[config.mk]
export PLATFORM = sky130hd
export DESIGN_NAME = pipo_issuer
export DESIGN_NICKNAME = d
export VERILOG_FILES = /design/src/rtl/pipo_pkg.sv /design/src/rtl/pipo_wait_timer.sv /design/src/rtl/pipo_issuer.sv
export SDC_FILE = /design/constraint.sdc
export NUM_CORES = 1
export LEC_CHECK = 0
export CAP_MARGIN = 15
export CELL_PAD_IN_SITES_DETAIL_PLACEMENT = 0
export CELL_PAD_IN_SITES_GLOBAL_PLACEMENT = 2
export CORE_AREA = 2 2 88 81
export CTS_BUF_LIST = sky130_fd_sc_hd__clkbuf_4
export DETAILED_ROUTE_END_ITERATION = 10
export DIE_AREA = 0 0 90 83
export MAX_ROUTING_LAYER = met4
export PLACE_DENSITY_LB_ADDON = 0.1
export SYNTH_ARGS = -nofsm -noshare
export SYNTH_HDL_FRONTEND = slang
export SYNTH_SLANG_ARGS = --single-unit
export TNS_END_PERCENT = 10
[constraint.sdc]
create_clock -name clk -period 2.8 [get_ports clk]
set_clock_uncertainty 0.2 [all_clocks]
set_input_delay 0.28 -clock clk [delete_from_list [all_inputs] [get_ports clk]]
set_output_delay 0.28 -clock clk [all_outputs]
set_load 0.02 [all_outputs]
[src/rtl/pipo_pkg.sv]
// Shared definitions for the PIPO bank, the issuer and its testbench:
// issuer state encoding and default data width / bank depth.
package pipo_pkg;

  typedef enum logic [1:0] {
    ST_IDLE   = 2'd0,
    ST_ISSUE  = 2'd1,
    ST_WAIT   = 2'd2,
    ST_FINISH = 2'd3
  } state_t;

  localparam int N_DEFAULT     = 8;
  localparam int DEPTH_DEFAULT = 4;

endpackage

[src/rtl/pipo_wait_timer.sv]
// WAIT-cycle counter for the issuer's done timeout; exists only when
// PIPO_ISSUER_TIMEOUT_EN is defined.
`ifdef PIPO_ISSUER_TIMEOUT_EN
module pipo_wait_timer #(
  parameter int TIMEOUT = 15,
  parameter int CW      = $clog2(TIMEOUT + 1)
) (
  input  logic clk,
  input  logic reset,
  input  logic load,
  input  logic en,
  output logic expire
);

  logic [CW-1:0] cnt;

  // expire flags the TIMEOUT-th consecutive enabled cycle
  assign expire = en && (cnt == CW'(TIMEOUT - 1));

  always_ff @(posedge clk or negedge reset) begin
    if (!reset) begin
      cnt <= '0;
    end else if (load) begin
      cnt <= '0;
    end else if (en && !expire) begin
      cnt <= cnt + 1'b1;
    end
  end

endmodule
`endif

[src/rtl/pipo_issuer.sv]
// Issues DEPTH buffered words to PIPO stages 0..DEPTH-1, one do_out strobe per
// stage, waiting for each stage's done. Optional abort: PIPO_ISSUER_TIMEOUT_EN.
module pipo_issuer
  import pipo_pkg::*;
#(
  parameter int N       = N_DEFAULT,
  parameter int DEPTH   = DEPTH_DEFAULT,
  parameter int AW      = $clog2(DEPTH),
  parameter int TIMEOUT = 15
) (
  input  logic          clk,
  input  logic          reset,
  input  logic          wr_en,
  input  logic [AW-1:0] wr_addr,
  input  logic [N-1:0]  wr_data,
  input  logic          start,
  output logic          busy,
  output logic [N-1:0]  d_out,
  output logic          do_out,
  output logic [AW-1:0] sel,
  input  logic          done_in,
  output logic          finished,
  output logic          error
);

  localparam logic [AW-1:0] LAST = AW'(DEPTH - 1);

  state_t        state;
  logic [AW-1:0] idx;
  logic [AW-1:0] idx_next;
  logic [N-1:0]  buf_q [DEPTH];
  logic          expire;

  assign idx_next = idx + 1'b1;

`ifdef PIPO_ISSUER_TIMEOUT_EN
  pipo_wait_timer #(.TIMEOUT(TIMEOUT)) u_timer (
    .clk    (clk),
    .reset  (reset),
    .load   (state == ST_ISSUE),
    .en     (state == ST_WAIT),
    .expire (expire)
  );

  always_ff @(posedge clk or negedge reset) begin
    if (!reset) begin
      error <= 1'b0;
    end else if (state == ST_IDLE && start) begin
      error <= 1'b0;
    end else if (state == ST_WAIT && !done_in && expire) begin
      error <= 1'b1;
    end
  end
`else
  localparam int unused_timeout = TIMEOUT;
  assign expire = 1'b0;
  assign error  = 1'b0;
`endif

  // buffer is frozen while a sequence is in flight
  always_ff @(posedge clk or negedge reset) begin
    if (!reset) begin
      for (int i = 0; i < DEPTH; i++) buf_q[i] <= '0;
    end else if (wr_en && state == ST_IDLE) begin
      buf_q[wr_addr] <= wr_data;
    end
  end

  always_ff @(posedge clk or negedge reset) begin
    if (!reset) begin
      state    <= ST_IDLE;
      idx      <= '0;
      sel      <= '0;
      d_out    <= '0;
      do_out   <= 1'b0;
      busy     <= 1'b0;
      finished <= 1'b0;
    end else begin
      do_out   <= 1'b0;
      finished <= 1'b0;
      unique case (state)
        ST_IDLE: begin
          if (start) begin
            state  <= ST_ISSUE;
            idx    <= '0;
            sel    <= '0;
            busy   <= 1'b1;
            do_out <= 1'b1;
            // a write to entry 0 landing on this same edge must be issued
            d_out  <= (wr_en && wr_addr == '0) ? wr_data : buf_q[0];
          end
        end
        ST_ISSUE: state <= ST_WAIT;
        ST_WAIT: begin
          if (done_in) begin
            if (idx == LAST) begin
              state    <= ST_FINISH;
              finished <= 1'b1;
            end else begin
              state  <= ST_ISSUE;
              idx    <= idx_next;
              sel    <= idx_next;
              d_out  <= buf_q[idx_next];
              do_out <= 1'b1;
            end
          end else if (expire) begin
            state    <= ST_FINISH;
            finished <= 1'b1;
          end
        end
        ST_FINISH: begin
          state <= ST_IDLE;
          busy  <= 1'b0;
        end
        default: state <= ST_IDLE;
      endcase
    end
  end

endmodule
==> metrics.yaml, run 1 <==
cts:
  post_cts_buffers: 0
  htree_levels: 2
  cts_buffers: 5
  clk_latency_ns: 0.36
  post_cts_resized: 0
  clkSinkCount: 47
  clk_pin_slew_ns: 0.14
  cts_tree: "yes"
  cts-root-buf: "clkbuf_4"
  cts_buffer_depth: 2
logic_synthesis:
  synth_top_area_share: 0.5257
  async_flop_share: 1.000
  synth_edf_count: 0
  ys_warn_count: 0
  ys_seq_area_frac: 0.5257
  ys_ff_latch: 47
  ys.flop_type: "dfrtp_1"
  ys_types: 29
  synth_cells: 156
  netlist_top_cells_area: "dfrtp_1, mux2_2, mux4_2, mux2i_1, nand2_1"
  syn-num-nets: 172
  yosysMostFrequentCell: "dfrtp_1"
  avgSynthCellArea_um2: 14.34
  synth_area_leader_cell: "dfrtp_1"
  yosys-top-cells-count: "dfrtp_1, mux2_2, nand2_1"
  netlist_area_um2: 2237
setup_path:
  r2r_slack_ns: 0.60
  cp.required_ns: 2.85
  critPathCaptureType: "flip-flop"
  worstSetupStartpointType: "flip-flop"
  arrival_ns: 2.25
  cp_max_fo: 5
  critical_path_class: "reg -> reg"
cells_and_area:
  nets: 207
  final_area_um2: 2676
  area_delta_synth_final_pct: 19.63
  n_antenna_cell: 0
  drive_gt1_frac: 0.3560
timing:
  fin_crit_ns: 2.198
  fin_ws_ns: 0.6018
  slew_viol_final: 0
  rsz0062_at_grt: "no"
  fin_tns_setup_ns: 0
  relSlewSlack: 0.6143
  hold_viol: 0
  timing.fmax_mhz: 454.9
  finalCritPeriodShare: 0.7851
  worst_slew_pin_slew_ns: 0.5786
  setup_viol: 0
floorplan:
  io_pins: 29
  rows: 28
  coreArea_um2: 6516
  die_h_um: 83
  start_util: 0.3433
  die_w_um: 90
  dieArea_um2: 7470
worst_hold_path:
  hold_path_class: "in -> async"
global_route:
  track_usage: 0.1436
  grt_pass1_wl_um: 8052
  grt_max_degree: 48
  first_global_vias: 1540
  antenna_found_initial: 0
  grt_overflow: 0
route:
  num_vias: 1367
  firstDrtPassIters: 4
  dr_wl_met3_um: 155
  vias_per_cell: 4.865
  drc_errors: 0
  wl_per_cell_um: 16.85
  drt_iter0_markers: 44
  route.met2.wl_um: 2361
  wirelength_um: 4735
  ant_nets: 0
  top_layer: "met4"
  routedLengthMet1_um: 2117
placed_design:
  dpl_cell_area_um2: 2592
  gp_congestion: 0.7585
  pre_cts_slack_ns: 0.5289
  hpwl_um: 3252
  port_buffers: 27
run_status:
  outcome: "finished, final reports clean"
job:
  maxCapViolations: 0
power:
  leakage_nw: 1.104
  ir_drop_uv: 404.0
  power_density_nw_per_um2: 1051
power breakdown:
group	internal, W	leakage [nW]	total, W	switching [W]
Sequential	0.00101	0.571	0.00121	0.000202
Combinational	0.000748	0.505	0.00130	0.000557
Clock	0.0000895	0.0285	0.000301	0.000211
stage by stage:
stage | hold WS, ns | util | total power, W | instances
floorplan | -0.2156 | - | 0.002129 | 156
global placement | 0.2827 | 0.3978 | 0.002504 | 272
detailed placement | 0.2913 | 0.3978 | 0.002547 | 272
CTS | 0.3226 | 0.4065 | 0.002856 | 280
global route | 0.2820 | 0.4107 | 0.003037 | 281
finish | 0.2402 | 0.4107 | 0.002813 | 281
logic make-up after synthesis:
logic type / after synthesis / share of synthesized area
flip-flops: 47 / 0.5257
other: 1 / 0.001676
multiplexers: 57 / 0.3255
AND/OR/NAND/NOR: 26 / 0.06879
AO/OA/AOI/OAI: 16 / 0.04251
buffers and inverters: 8 / 0.03020
adder cells (fa/ha/maj): 1 / 0.005592
sequential cells by signal, summed over array words and instances, names as in the netlist:
| name | count |
|---|---|
| do_out | 1 |
| busy | 1 |
| d_out | 8 |
| buf_q | 32 |
| finished | 1 |
| state | 2 |
| idx | 2 |
worst max-delay path, stage by stage (launching register included):
cell	delay (ns)
dfrtp_1	0.45
ha_1	0.47
mux4_2	0.54
nand2_1	0.08
o21ai_0	0.09
mux2_2	0.27
timing repair:
| item | in CTS | in global routing |
|---|---|---|
| hold buffers | 1 | 0 |
| setup endpoints to repair | 0 | 0 |
| endpoints found under the hold margin | 47 | 0 |
cell usage in the layout, fill, tap and decap left out, types with 2 or more instances in the layout:
master and count:
mux2i_1 9, buf_4 5, clkbuf_4 5, o21ai_1 7
mux4_2 8, and3_1 2, mux2_2 38, clkdlybuf4s50_1 26
nand2_1 13, dfrtp_1 47, inv_1 2, a21oi_1 3
o21ai_0 4, mux2_4 2
area by class of cell:
type,instances,area [µm²]
clock buffers,5,37.54
clock inverters,2,8.758
fillers,630,3840
inverters,2,7.507
multi-input cells,101,993.5
flip-flops and latches,47,1176
well taps,90,112.6
repair buffers,34,340.3
path summary, 6_finish.rpt:
kind                               start  cells past startpoint         to
worst min register to register  buf_q[4]                      1   buf_q[4]
min in group clk                buf_q[4]                      1   buf_q[4]
worst min-delay path               reset                      2   state[0]
max in group asynchronous          reset                      3  buf_q[25]
worst max register to register    idx[1]                      5   d_out[0]
worst max-delay path              idx[1]                      5   d_out[0]
layer usage:
metal,vias up,track usage
met5,-,-
met4,0,0.05594
met3,9,0.02995
met2,28,0.2344
met1,692,0.1757
li1,638,-
Power figures use the tool's default switching activity.
==> run 2, diff against run 1 <==
clock period = 2.3 ns   (was 2.8 ns; I/O delays follow)
==> metrics.yaml, run 2 (same netlist as run 1, synthesis figures left out) <==
floorplan:
  start_util: 0.3433  # unchanged
  io_pins: 29  # unchanged
  dieArea_um2: 7470  # unchanged
  die_h_um: 83  # unchanged
  die_w_um: 90  # unchanged
  coreArea_um2: 6516  # unchanged
  rows: 28  # unchanged
placed_design:
  port_buffers: 27  # unchanged
  hpwl_um: 3316  # +2.0%
  gp_congestion: 0.7414  # -2.3%
  dpl_cell_area_um2: 2628  # +1.4%
  placedCellCount: 275  # +1.1%
timing:
  timing.fmax_mhz: 481.7  # +5.9%
  whs_ns: 0.07231  # -0.1679 ns
  rsz0062_at_grt: "no"
  slew_viol_final: 0  # unchanged
  finalCritPeriodShare: 0.9027  # +0.1176
  fin_tns_setup_ns: 0  # unchanged
  hold_viol: 0  # unchanged
  fin_crit_ns: 2.076  # -0.1221 ns
  setup_viol: 0  # unchanged
global_route:
  first_global_vias: 1474  # -4.3%
  grt_max_degree: 21  # -56%
  antenna_found_initial: 0  # unchanged
  grt_pass1_wl_um: 7562  # -6.1%
  track_usage: 0.1356  # -0.007966
  grt_overflow: 0  # unchanged
power:
  p_seq_frac: 0.428  # about the same
  leakage_nw: 1.107  # +0.23%
  p_switching_w: 0.001178  # +21%
  power_density_nw_per_um2: 1275  # +21%
  p_clk_frac: 0.110  # +0.003
  finalPower_w: 0.003429  # +22%
  combPwrFrac: 0.462  # -0.002
  p_int_w: 0.002251  # +22%
  sw_frac_of_total: 0.3435  # -0.001465
  ir_drop_uv: 387.1  # -4.2%
route:
  drc_errors: 0  # unchanged
  wirelength_um: 4660  # -1.6%
  firstDrtPassIters: 4  # unchanged
  num_vias: 1368  # +0.073%
  wl_per_cell_um: 16.41  # -2.6%
  drt_iter0_markers: 39  # -11%
  vias_per_cell: 4.817  # -0.98%
  ant_nets: 0  # unchanged
setup_path:
  crit_buf_inv: 0  # unchanged
  cp.required_ns: 2.36  # -0.49 ns
  cp_cell_sequence: "ha_1 -> and2b_1 -> nand2_1 -> a21oi_4 -> mux2_2"
  critPathCaptureType: "flip-flop"
  critical_path_class: "reg -> reg"
  cp_top_family: "flip-flops"
  worstSetupStartpointType: "flip-flop"
  cp_slowest_cell: "dfrtp_1"
  cp_max_fo: 10  # +5
  arrival_ns: 2.13  # -0.12 ns
  max_stage_delay_ns: 0.44  # -0.10 ns
cells_and_area:
  layout_common_cells: "dfrtp_1, mux2_2, clkdlybuf4s50_1"
  multi_input_area_um2: 993.5  # unchanged
  regMostFlops: "buf_q"
  nets: 209  # +0.97%
  final_common_cell: "dfrtp_1"
  layoutNonFillerInstCount: 284  # +1.1%
  n_antenna_cell: 0  # unchanged
  area_delta_synth_final_pct: 20.25
  reg.largest.list: "buf_q: 32 flops, d_out: 8 flops"
  regArea_um2: 1176  # unchanged
  num-fill-cells: 641  # +1.7%
  final_area_um2: 2690  # +0.51%
  drive_gt1_frac: 0.3608  # +0.004804
  largest_reg_flops: 32  # unchanged
cts:
  clk_pin_slew_ns: 0.14  # about the same
  clkSinkCount: 47  # unchanged
  htree_levels: 2  # unchanged
  cts_buffer_depth: 2  # unchanged
  cts-root-buf: "clkbuf_4"
  cts_buffers: 5  # unchanged
  cts_tree: "yes"
  clk_latency_ns: 0.35  # about the same
  post_cts_resized: 0  # unchanged
worst_hold_path:
  hold_path_class: "in -> async"
job:
  maxCapViolations: 0  # unchanged
run_status:
  outcome: "finished, final reports clean"
-- run 2: cell count changes in the layout (fill, tap and decap cells not counted), sizes merged --
cell / delta
buf: +2
clkinvlp: +1
-- run 2: final cells by class --
| class | instances | area share |
|---|---|---|
| Clock buffer | 5 | 0.01395 |
| Clock inverter | 3 | 0.005581 |
| Inverter | 2 | 0.002791 |
| Multi-Input combinational cell | 101 | 0.3693 |
| Sequential cell | 47 | 0.4372 |
| Tap cell | 90 | 0.04186 |
| Timing Repair Buffer | 36 | 0.1293 |
-- run 2: final timing paths --
check	start	end	slack (ns)	cells after the start
hold reg to reg	buf_q[6]	buf_q[6]	0.32	1
hold / removal	reset	buf_q[8]	0.07	2
max in group asynchronous	reset	idx[0]	1.25	3
min in group clk	buf_q[6]	buf_q[6]	0.32	1
setup reg to reg	idx[1]	d_out[6]	0.22	5
setup / recovery	idx[1]	d_out[6]	0.22	5
-- run 2: power by group through the flow --
stage	Combinational (W)	Clock, W	Sequential [W]
2_1_floorplan	0.00105	0	0.00154
4_1_cts	0.00161	0.000396	0.00147
5_1_grt	0.00171	0.000423	0.00152
3_5_place_dp	0.00161	0	0.00149
6_report	0.00158	0.000377	0.00147
3_3_place_gp	0.00158	0	0.00147
-- run 2: layer usage --
layer  up-vias  track usage  wire length, µm
met3         8      0.03176              135
met5         -            -                0
met1       693       0.1648             2145
met2        26       0.2276             2325
met4         0      0.03776               53
li1        641            -                -
-- run 2: timing repair --
item,4_1_cts,5_1_grt
endpoints found under the hold margin,47,0
setup buffers,0,0
hold buffers,1,0
-- run 2: stage by stage --
| stage | setup WS [ns] | util |
|---|---|---|
| finish | 0.2239 | 0.4128 |
| global route | 0.09699 | 0.4128 |
| CTS | 0.1954 | 0.4128 |
| detailed placement | 0.1303 | 0.4032 |
| global placement | 0.1337 | 0.4032 |
| floorplan | 0.2178 | - |
==> run 3, diff against run 2 <==
CTS_CLUSTER_DIAMETER = 60   (was not set)
==> results of run 3 <==
No change in the layout: final DEF, timing and power equal those of run 2.
